File: config.mk
export PLATFORM = sky130hd
export DESIGN_NAME = csa_word_sequencer_flat
export DESIGN_NICKNAME = d
export VERILOG_FILES = /design/src/rtl/csa_word_sequencer_if.sv /design/src/rtl/csa_word_sequencer.sv /design/src/flat_wrapper.sv
export SDC_FILE = /design/constraint.sdc
export NUM_CORES = 1
export LEC_CHECK = 0
export ABC_AREA = 1
export BUFFER_PORTS_ARGS = -buffer_cell sky130_fd_sc_hd__buf_2
export CORE_MARGIN = 2
export CORE_UTILIZATION = 40
export DETAILED_ROUTE_END_ITERATION = 10
export SLEW_MARGIN = 20
export SYNTH_ARGS = -nofsm -noshare
export SYNTH_HDL_FRONTEND = slang
export SYNTH_SLANG_ARGS = --single-unit
export TNS_END_PERCENT = 30
File: constraint.sdc
create_clock -name clk -period 1.7 [get_ports clk]
set_input_delay 0.34 -clock clk [delete_from_list [all_inputs] [get_ports clk]]
set_output_delay 0.34 -clock clk [all_outputs]
set_load 0.005 [all_outputs]
File: src/rtl/csa_word_sequencer_if.sv
// ----------------------------------------------------------------------------
// csa_word_sequencer_if
//
// Bundles the requester-side and adder-side signals of csa_word_sequencer.
//
// Handshake: the requester raises start with a/b/cin/sub valid; the sequencer
// accepts it only while idle (busy=0) and on that same clock edge latches the
// operands. busy is the "not ready" indication; a start seen while busy=1 is
// dropped, not queued. done pulses for one cycle when sum/cout/ovf are valid.
// The adder side is a plain combinational loop: the sequencer drives
// add_x/add_y/add_c0 from registers and samples add_s/add_c8 at the next edge.
//
// Modports:
//   slave  - sequencer view (inputs: start,a,b,cin,sub,add_s,add_c8)
//   master - environment view (requester plus the shared 8-bit adder)
// ----------------------------------------------------------------------------
interface csa_word_sequencer_if #(
    parameter int WORDS = 4
);
    localparam int N = 8 * WORDS;

    // Requester side
    logic         start;
    logic [N-1:0] a;
    logic [N-1:0] b;
    logic         cin;
    logic         sub;
    logic         busy;
    logic         done;
    logic [N-1:0] sum;
    logic         cout;
    logic         ovf;

    // Shared 8-bit adder side
    logic [7:0]   add_x;
    logic [7:0]   add_y;
    logic         add_c0;
    logic [7:0]   add_s;
    logic         add_c8;

    modport slave (
        input  start, a, b, cin, sub, add_s, add_c8,
        output busy, done, sum, cout, ovf, add_x, add_y, add_c0
    );

    modport master (
        output start, a, b, cin, sub, add_s, add_c8,
        input  busy, done, sum, cout, ovf, add_x, add_y, add_c0
    );
endinterface

File: src/rtl/csa_word_sequencer.sv
// ----------------------------------------------------------------------------
// csa_word_sequencer
//
// Multi-precision add/subtract controller. One external 8-bit adder is reused
// for WORDS limbs, least significant limb first; each limb's c8 becomes the
// next limb's c0. Subtraction is a + ~b + 1.
//
// Ports:
//   clk          rising-edge clock
//   rst          synchronous active-high reset (aborts any run)
//   bus          csa_word_sequencer_if.slave: start/a/b/cin/sub in,
//                busy/done/sum/cout/ovf out, add_x/add_y/add_c0 to the adder,
//                add_s/add_c8 back from the adder
//   o_dbg_state  current FSM state (IDLE=0, RUN=1, DONE=2) for observation
//
// Timing: start accepted in cycle T -> RUN in T+1..T+WORDS, done in
// T+WORDS+1, next start accepted no earlier than T+WORDS+2.
// ----------------------------------------------------------------------------
module csa_word_sequencer #(
    parameter int WORDS = 4
) (
    input  logic                   clk,
    input  logic                   rst,
    csa_word_sequencer_if.slave    bus,
    output logic [1:0]             o_dbg_state
);
    localparam int IDX_W = (WORDS > 1) ? $clog2(WORDS) : 1;

    typedef enum logic [1:0] {
        IDLE = 2'd0,
        RUN  = 2'd1,
        DONE = 2'd2
    } state_t;

    state_t                  r_state;
    state_t                  w_next_state;

    logic [IDX_W-1:0]        r_idx;
    logic [WORDS-1:0][7:0]   r_a;
    logic [WORDS-1:0][7:0]   r_bx;      // b, or ~b for subtraction
    logic                    r_carry;
    logic [WORDS-1:0][7:0]   r_sum;
    logic                    r_cout;
    logic                    r_ovf;

    logic                    w_accept;
    logic                    w_capture;
    logic                    w_last;
    logic                    w_busy;
    logic                    w_done;
    logic [7:0]              w_add_x;
    logic [7:0]              w_add_y;
    logic                    w_add_c0;

    // ------------------------------------------------------------------
    // FSM state register
    // ------------------------------------------------------------------
    always_ff @(posedge clk) begin
        if (rst) begin
            r_state <= IDLE;
        end else begin
            r_state <= w_next_state;
        end
    end

    // ------------------------------------------------------------------
    // FSM next state and outputs. The adder operands are muxed from
    // registers only, so there is no path from requester inputs to the
    // adder pins.
    // ------------------------------------------------------------------
    always_comb begin
        w_next_state = r_state;
        w_accept     = 1'b0;
        w_capture    = 1'b0;
        w_busy       = 1'b0;
        w_done       = 1'b0;
        w_add_x      = 8'd0;
        w_add_y      = 8'd0;
        w_add_c0     = 1'b0;
        w_last       = (r_idx == IDX_W'(WORDS - 1));

        case (r_state)
            IDLE: begin
                if (bus.start) begin
                    w_accept     = 1'b1;
                    w_next_state = RUN;
                end
            end
            RUN: begin
                w_busy    = 1'b1;
                w_capture = 1'b1;
                w_add_x   = r_a[r_idx];
                w_add_y   = r_bx[r_idx];
                w_add_c0  = r_carry;
                if (w_last) begin
                    w_next_state = DONE;
                end
            end
            DONE: begin
                w_busy       = 1'b1;
                w_done       = 1'b1;
                w_next_state = IDLE;
            end
            default: begin
                w_next_state = IDLE;
            end
        endcase
    end

    // ------------------------------------------------------------------
    // Datapath: operand latch, per-limb capture, final flags.
    // sum is cleared on accept so partial results are never mistaken for
    // the previous operation's answer; cout/ovf keep their old value until
    // the last limb is captured.
    // ------------------------------------------------------------------
    always_ff @(posedge clk) begin
        if (rst) begin
            r_idx   <= '0;
            r_a     <= '0;
            r_bx    <= '0;
            r_carry <= 1'b0;
            r_sum   <= '0;
            r_cout  <= 1'b0;
            r_ovf   <= 1'b0;
        end else if (w_accept) begin
            r_idx   <= '0;
            r_a     <= bus.a;
            r_bx    <= bus.sub ? ~bus.b : bus.b;
            r_carry <= bus.sub ? 1'b1 : bus.cin;
            r_sum   <= '0;
        end else if (w_capture) begin
            r_sum[r_idx] <= bus.add_s;
            r_carry      <= bus.add_c8;
            r_idx        <= w_last ? '0 : r_idx + IDX_W'(1);
            if (w_last) begin
                r_cout <= bus.add_c8;
                // Overflow: operands of equal sign produced a result of the
                // other sign (uses the effective operand ~b for subtract).
                r_ovf  <= (r_a[WORDS-1][7] == r_bx[WORDS-1][7]) &&
                          (bus.add_s[7] != r_a[WORDS-1][7]);
            end
        end
    end

    assign bus.busy    = w_busy;
    assign bus.done    = w_done;
    assign bus.sum     = r_sum;
    assign bus.cout    = r_cout;
    assign bus.ovf     = r_ovf;
    assign bus.add_x   = w_add_x;
    assign bus.add_y   = w_add_y;
    assign bus.add_c0  = w_add_c0;
    assign o_dbg_state = r_state;

endmodule

File: src/flat_wrapper.sv
// flat-port wrapper written by rule: the top's interface ports become plain ports
module csa_word_sequencer_flat 
#(
    parameter int WORDS = 4
)
  (clk, rst, o_dbg_state, bus_start, bus_a, bus_b, bus_cin, bus_sub, bus_add_s, bus_add_c8, bus_busy, bus_done, bus_sum, bus_cout, bus_ovf, bus_add_x, bus_add_y, bus_add_c0);
  csa_word_sequencer_if #(.WORDS(WORDS)) bus_i ();
  input  logic clk;
  input  logic rst;
  output logic [1:0] o_dbg_state;
  input wire logic [$bits(bus_i.start)-1:0] bus_start;
  input wire logic [$bits(bus_i.a)-1:0] bus_a;
  input wire logic [$bits(bus_i.b)-1:0] bus_b;
  input wire logic [$bits(bus_i.cin)-1:0] bus_cin;
  input wire logic [$bits(bus_i.sub)-1:0] bus_sub;
  input wire logic [$bits(bus_i.add_s)-1:0] bus_add_s;
  input wire logic [$bits(bus_i.add_c8)-1:0] bus_add_c8;
  output wire logic [$bits(bus_i.busy)-1:0] bus_busy;
  output wire logic [$bits(bus_i.done)-1:0] bus_done;
  output wire logic [$bits(bus_i.sum)-1:0] bus_sum;
  output wire logic [$bits(bus_i.cout)-1:0] bus_cout;
  output wire logic [$bits(bus_i.ovf)-1:0] bus_ovf;
  output wire logic [$bits(bus_i.add_x)-1:0] bus_add_x;
  output wire logic [$bits(bus_i.add_y)-1:0] bus_add_y;
  output wire logic [$bits(bus_i.add_c0)-1:0] bus_add_c0;
  assign bus_i.start = bus_start;
  assign bus_i.a = bus_a;
  assign bus_i.b = bus_b;
  assign bus_i.cin = bus_cin;
  assign bus_i.sub = bus_sub;
  assign bus_i.add_s = bus_add_s;
  assign bus_i.add_c8 = bus_add_c8;
  assign bus_busy = bus_i.busy;
  assign bus_done = bus_i.done;
  assign bus_sum = bus_i.sum;
  assign bus_cout = bus_i.cout;
  assign bus_ovf = bus_i.ovf;
  assign bus_add_x = bus_i.add_x;
  assign bus_add_y = bus_i.add_y;
  assign bus_add_c0 = bus_i.add_c0;
  csa_word_sequencer #(.WORDS(WORDS)) u_core (.clk(clk), .rst(rst), .bus(bus_i), .o_dbg_state(o_dbg_state));
endmodule
---- Word level (Yosys, flattened, before mapping) ----
Cells that the tools add are included.
word-level totals
  bits in registers ....................... 103
  input bits .............................. 78
  logic and storage cells ................. 60
operators by class
  add/sub/neg operators ................... 1
  magnitude comparators ................... 2
  eq/ne operators ......................... 7
  mux-type cells .......................... 23
  bitwise operators ....................... 2
  reductions and logical operators ........ 8
operator list
  kind                   number
  $mux W8                5
  $bmux W8 S2            2
  $bwmux W32             1
  $mux W32               1
  $not A32 Y32           1
  $demux W8 S2           1
  $mux W1                9
  $mux W2                3
  $eq A2 B2 Y1 const B   2
  $pmux W2 S2            1
  $reduce_or A2 Y1       2
  $lt A2 B3 Y1 const B   1
  $reduce_and A3 Y1      1
  $add A2 B1 Y2 const B  1
  $eq A2 B1 Y1 const B   1
  $ge A2 B1 Y1 const B   1
  $logic_and A1 B1 Y1    2
  $logic_not A2 Y1       1
  $ne A2 B1 Y1 const B   1
  $ne A2 B2 Y1 const B   1
  $reduce_and A2 Y1      1
  $reduce_bool A2 Y1     1
  $eq A1 B1 Y1           1
  $ne A1 B1 Y1           1
  $not A1 Y1             1

---- Logic depth before layout (Yosys ltp) ----
Gate-level depths: netlist of the first run.
  depth after elaboration ................. 5
  mapped depth ............................ 9
  mapped depth without buffers ............ 8

---- Least setup slack after synthesis of the first run ----
Ideal clock, no wire load.
  path kind ............................... register to output
  start point ............................. register u_core.r_state[1] (netlist: u_core.o_dbg_state[1])
  end point ............................... output port bus_add_x[4]
  data arrival time ....................... 1128 ps
  path slack .............................. 232 ps
  cell stages (with the launch flop) ...... 7
  buffers on the path ..................... 2
  cell sequence ........................... dfxtp_1 inv_1 ha_1 buf_6 inv_2 buf_2 a21oi_1
on the way
  longest elaborated chain between the ends .. 2
ends and longest elaborated chain
  element                 line                      RTL
  start, declared         csa_word_sequencer.sv:35  state_t r_state;
  start signal, assigned  csa_word_sequencer.sv:62  r_state <= w_next_state;
  $eq A2 B1 Y1            csa_word_sequencer.sv:82  case (r_state)
  $mux W8                 csa_word_sequencer.sv:82
  end, declared           flat_wrapper.sv:23        output wire logic [$bits(bus_i.add_x)-1:0] bus_add_x;
Every way passes these cells.

---- Worst setup path after layout of the first run ----
  start point ............................. register u_core.r_idx[0]
  end point ............................... output port bus_add_x[6]
on the way
  longest elaborated chain between the ends .. 3
ends and longest elaborated chain
  element                        line                       RTL
  start, declared                csa_word_sequencer.sv:38   logic [IDX_W-1:0] r_idx;
  start signal, assigned         csa_word_sequencer.sv:134  r_idx <= w_last ? '0 : r_idx + IDX_W'(1);
  $bmux W8 S2                    csa_word_sequencer.sv:92   w_add_x = r_a[r_idx];
  $mux W8 (implied by the code)  csa_word_sequencer.sv:92
  $mux W8                        csa_word_sequencer.sv:82
Every way passes these cells. The select of a mux whose other input is x is not followed.

==> impl_metrics.json, run 1 <==
{
  "final_nets": 845,
  "critPathArrivalTime_ns": 1.43,
  "rsz0062_at_grt": "true",
  "wire_per_inst_um": 13.6,
  "sw_frac_of_total": 0.280,
  "tightest_slew_ns": 0.287,
  "min-delay-start": "rst",
  "status": "finished, violations left",
  "holdBufCountCts": 0,
  "die_h_um": 112,
  "synth.avg_cell_area_um2": 7.30,
  "drt-initial-drc-count": 273,
  "die_w_um": 112,
  "layout-drive-gt1-share": 0.264,
  "failed_checks": "setup timing",
  "p_seq_frac": 0.462,
  "area_delta_synth_final_pct": 26.7,
  "finalNonFillerCells": 905,
  "hold_violations": 0,
  "r2r-start": "u_core.r_idx[0]",
  "synth_top_cell_by_area": "dfxtp_1",
  "root_buffer": "clkbuf_16",
  "routed_wl_um": 12300,
  "grt_max_degree": 73,
  "fin_ws_ns": -0.0674,
  "drtPass1Iterations": 4,
  "hp-class": "primary input to register",
  "clockPowerShare": 0.341,
  "setup.worst_path.class": "register to primary output",
  "yosys_warnings": 0,
  "ant_nets": 0,
  "p_leak_uw": 0.00263,
  "first_global_vias": 3994,
  "internal_power_uw": 4200,
  "dpl.hpwl_um": 8290,
  "synth_top_area_frac": 0.441,
  "p_comb_frac": 0.196,
  "p_sw_uw": 1640,
  "boundaryPins": 133,
  "grt.total_usage": 0.192,
  "power_uw": 5840,
  "numCtsBuffers": 9,
  "clockBufferDepth": 2,
  "cts_sinks": 103,
  "r2r_end": "u_core.bus.ovf",
  "drv_slew": 0,
  "clkSlewWorstSetupHoldPaths_ns": 0.07,
  "htreeDepth": 3,
  "antenna_found_initial": 1,
  "cp_max_fo": 8,
  "gp_congestion": 0.805,
  "initial_core_util": 0.409,
  "end_kind": "primary output",
  "period_share": 1.04,
  "die-area_um2": 12600,
  "ir_worst_vdd_v": 0.000441,
  "grt-ovfl-total": 0,
  "cp_data_required_time_ns": 1.36,
  "hold_ws_ns": 0.214,
  "num_rows": 39,
  "place_inst": 886,
  "hold_depth": 2,
  "vias": 4450,
  "vias_per_cell": 4.92,
  "period_needed_ns": 1.77,
  "syn_area_um2": 4670,
  "final_area_um2": 5920,
  "setup_viol": 15,
  "max_freq_mhz": 566,
  "detailed_place.area_um2": 5420,
  "power_density_nw_per_um2": 986,
  "synth_seq_cells": 103,
  "design.core.area_um2": 11400,
  "portBuffers": 132,
  "reg2reg_slack_ns": 0.16,
  "cts_tree": "yes",
  "synth_nets": 726,
  "relSlewSlack": 0.808,
  "clk_latency_ns": 0.34,
  "synth.distinct_cells": 22,
  "synthTopCellsByArea": "dfxtp_1 44%, nand2_1 13%, a21oi_1 12%",
  "drc": 0,
  "reg2regPathDepth": 8,
  "hold_end": "u_core.o_dbg_state[1]",
  "fin_util": 0.519,
  "grt_pass1_wl_um": 19700,
  "seq_area_frac_synth": 0.441,
  "synthCells": 640,
  "setup.worst_path.start_class": "register",
  "fin_skew_ns": 0.0102,
  "n_antenna_cell": 0,
  "max_cap_violations": 0
}
## Yosys cell counts, drive strengths merged
cell    number
nor2        34
nor3         1
clkbuf       8
buf         32
dfxtp      103
o211ai       1
xnor2       32
o21ai       64
ha           8
clkinv       1
nand2      167
a21oi      109
nand3       22
inv         58
## cell families after synthesis
family | share of synthesized area
and+or+nand+nor | 0.191
AOI/OAI and AO/OA | 0.187
DFF | 0.441
buffers and inverters | 0.0998
xor gates and xnor gates | 0.0600
adders and majority gates | 0.0214
## worst max path at each step
stage                                      from  slack, ns  cells past startpoint                 to
final                           u_core.r_idx[0]      -0.07                      6       bus_add_x[6]
after global routing            u_core.r_idx[0]      -0.14                      6       bus_add_x[7]
after CTS                       u_core.r_idx[0]      -0.08                      6       bus_add_y[2]
after detailed placement        u_core.r_idx[1]       0.14                      6  u_core.bus.sum[6]
after global placement          u_core.r_idx[1]       0.19                      6  u_core.bus.sum[7]
after floorplan           u_core.o_dbg_state[1]       0.23                      6       bus_add_x[4]
## area by class of cell
| class | instances | area, µm² |
|---|---|---|
| tap | 143 | 179 |
| fill | 1148 | 5500 |
| inverter | 59 | 243 |
| timing repair buffer | 148 | 902 |
| clock buffer | 10 | 229 |
| clock inverter | 4 | 48.8 |
| sequential | 103 | 2070 |
| multi-input combinational | 438 | 2250 |
## layer usage
metal  share of wire  vias to the layer above  track usage
met5          0.0011                        -            0
met4           0.019                        2       0.0667
met3           0.059                       17       0.0443
met2            0.46                      115        0.304
met1            0.47                     2033        0.260
li1                -                     2283            -
## timing repair
item,CTS,global route
setup endpoints to repair,17,19
setup buffers,2,1
gates resized for setup,27,20
cloned,3,0
pin swaps,22,7
## sequential cells by signal (all words and copies together) (netlist names)
signal / cells
u_core.bus.sum: 32
u_core.r_a: 32
u_core.r_bx: 32
u_core.o_dbg_state: 2
u_core.r_idx: 2
u_core.bus.cout: 1
u_core.bus.ovf: 1
u_core.r_carry: 1
## metrics by stage
step	setup TNS, ns	setup WS, ns
after floorplan	0	0.232
after global placement	0	0.188
after detailed placement	0	0.138
after CTS	-1.05	-0.0803
after global routing	-1.74	-0.139
final	-0.704	-0.0674
## power by group through the flow
| stage | clock [µW] | sequential (µW) | combinational [µW] |
|---|---|---|---|
| after floorplan | 0 | 2720 | 714 |
| after global placement | 0 | 2740 | 1020 |
| after detailed placement | 0 | 2740 | 1030 |
| after CTS | 2030 | 2700 | 1130 |
| after global routing | 2130 | 2720 | 1290 |
| final | 1990 | 2700 | 1150 |
## critical path, cell delays in order, from the launching register on
cell and delay [ns]:
dfxtp_4 0.40, buf_6 0.15, buf_16 0.14, nand2_1 0.06
nand3_1 0.07, a21oi_1 0.14, buf_2 0.13
## cells in the final DEF, fill, tap and decap left out, types with 5 or more instances in the layout
master | netlist | layout
a21oi_1 | 109 | 100
o21ai_0 | 55 | 55
nor2_1 | 34 | 33
nand3_1 | 22 | 15
ha_1 | 8 | 7
buf_2 | 18 | 132
clkbuf_16 | 0 | 9
o21ai_1 | 9 | 9
nand2_1 | 162 | 155
xnor2_1 | 32 | 32
buf_4 | 10 | 5
inv_1 | 54 | 53
nand3_2 | 0 | 7
dfxtp_1 | 103 | 99
a21oi_2 | 0 | 9
nand2_2 | 3 | 9
buf_12 | 0 | 5
Power figures use the tool's default switching activity.
==> run 2, diff against run 1 <==
--- a/config.mk
+++ b/config.mk
@@ -9,7 +9,9 @@
 export BUFFER_PORTS_ARGS = -buffer_cell sky130_fd_sc_hd__buf_2
 export CORE_MARGIN = 2
 export CORE_UTILIZATION = 40
+export CTS_BUF_LIST = sky130_fd_sc_hd__clkbuf_8
 export DETAILED_ROUTE_END_ITERATION = 10
+export SKIP_CTS_REPAIR_TIMING = 1
 export SLEW_MARGIN = 20
 export SYNTH_ARGS = -nofsm -noshare
 export SYNTH_HDL_FRONTEND = slang
==> run 2 against run 1 <==
Against the previous run:
- the run still ends with setup timing left
- maximum frequency is 1.6% lower
- register-to-register slack improved by 0.02 ns
- clock skew about the same
- cell area down 3.2%
- wire length shrank 1.1%
- power decreased by 10%
- global-route usage fell by 0.67 points
- non-clock buffer count shrank 3
- flip-flop and latch count stayed put
- core utilization decreased by 1.7 points
- sequential power hardly changed
==> impl_metrics.json, run 2 (synthesis results as in run 1) <==
{
  "status": "finished, violations left",
  "failed_checks": "setup timing",
  "rsz0062_at_grt": "true",
  "clockBufferDepth": 2,
  "relSlewSlack": 0.809,
  "final_area_um2": 5730,
  "crit_buf_inv": 2,
  "design.core.area_um2": 11400,
  "layout-drive-gt1-share": 0.242,
  "die_h_um": 112,
  "period_needed_ns": 1.80,
  "setup_viol": 16,
  "grt_pass1_wl_um": 19000,
  "grt-ovfl-total": 0,
  "drtPass1Iterations": 4,
  "ir_worst_vdd_v": 0.000402,
  "critPathSlowestCell": "dfxtp_4",
  "slowest_delay_ns": 0.41,
  "detailed_place.area_um2": 5420,
  "area_delta_synth_final_pct": 22.6,
  "setup.worst_path.class": "register to primary output",
  "n_antenna_cell": 0,
  "end_kind": "primary output",
  "drv_slew": 0,
  "max_freq_mhz": 557,
  "critPathArrivalTime_ns": 1.46,
  "first_global_vias": 3850,
  "portBuffers": 132,
  "drc": 0,
  "vias_per_cell": 4.86,
  "path_cells": "clkbuf_16, nand2_1, nand3_1, a21oi_1, buf_2",
  "power_uw": 5260,
  "clk_latency_ns": 0.36,
  "cts_tree": "yes",
  "p_leak_uw": 0.00255,
  "p_seq_frac": 0.513,
  "crit_start": "u_core.r_idx[0]",
  "cp_data_required_time_ns": 1.36,
  "hp-class": "primary input to register",
  "wire_per_inst_um": 13.5,
  "boundaryPins": 133,
  "min-delay-start": "rst",
  "gp_congestion": 0.805,
  "fin_skew_ns": 0.0106,
  "dpl.hpwl_um": 8290,
  "period_share": 1.06,
  "clkSlewWorstSetupHoldPaths_ns": 0.09,
  "routed_wl_um": 12200,
  "setup.worst_path.start_class": "register",
  "antenna_found_initial": 1,
  "num_rows": 39,
  "cts_sinks": 103,
  "die_w_um": 112,
  "p_sw_uw": 1550,
  "vias": 4385,
  "final_common_cell": "nand2_1",
  "drt-initial-drc-count": 285,
  "initial_core_util": 0.409,
  "root_buffer": "clkbuf_8",
  "ant_nets": 0,
  "max_cap_violations": 0,
  "die-area_um2": 12600,
  "htreeDepth": 3,
  "p_comb_frac": 0.208,
  "clockPowerShare": 0.278,
  "fin_ws_ns": -0.0961,
  "tightest_slew_ns": 0.286,
  "numCtsBuffers": 9,
  "power_density_nw_per_um2": 917,
  "cp_top_family": "flip-flops",
  "grt.total_usage": 0.186,
  "hold_violations": 0,
  "dp_worst_setup_slack_ns": 0.138,
  "most-common-layout-cells": "161 x nand2_1, 132 x buf_2, 101 x a21oi_1",
  "internal_power_uw": 3710,
  "cp_max_fo": 16,
  "r2r-start": "u_core.r_idx[0]",
  "grt_max_degree": 73,
  "final_nets": 842,
  "sw_frac_of_total": 0.294
}
==> run 2: cell type report <==
cell class | instances | area, µm²
repair buffers | 145 | 867
fillers | 1181 | 5690
flip-flops and latches | 103 | 2070
clock buffers | 9 | 124
well taps | 143 | 179
multi-input cells | 438 | 2200
inverters | 59 | 240
clock inverters | 5 | 52.6
==> run 2: final timing paths <==
path / endpoint / slack [ns] / cells past startpoint
hold reg to reg: u_core.r_a[7] / 0.46 / 2
hold / removal: u_core.o_dbg_state[1] / 0.19 / 2
setup / recovery: bus_add_y[6] / -0.1 / 5
setup reg to reg: u_core.bus.ovf / 0.18 / 7
==> run 2: power by group through the flow <==
| stage | Sequential, µW | Clock, µW | Combinational [µW] |
|---|---|---|---|
| 6_report | 2700 | 1460 | 1100 |
| 5_1_grt | 2720 | 1610 | 1240 |
| 4_1_cts | 2690 | 1500 | 1040 |
| 3_5_place_dp | 2740 | 0 | 1030 |
| 3_3_place_gp | 2740 | 0 | 1020 |
| 2_1_floorplan | 2720 | 0 | 714 |
==> run 2: metrics by stage <==
stage	utilization	hold slack, ns	std cells	TNS (ns)
floorplan	-	0.409	640	0
global placement	0.475	0.439	886	0
detailed placement	0.475	0.447	886	0
CTS	0.490	0.173	900	-3.63
global route	0.502	0.174	902	-2.54
finish	0.502	0.185	902	-0.733
==> run 2: routing by layer <==
metal	track usage	routed length, µm	vias up
met5	0	13	-
met1	0.254	5650	1967
met4	0.0593	176	2
li1	-	-	2275
met2	0.290	5520	128
met3	0.0464	796	13
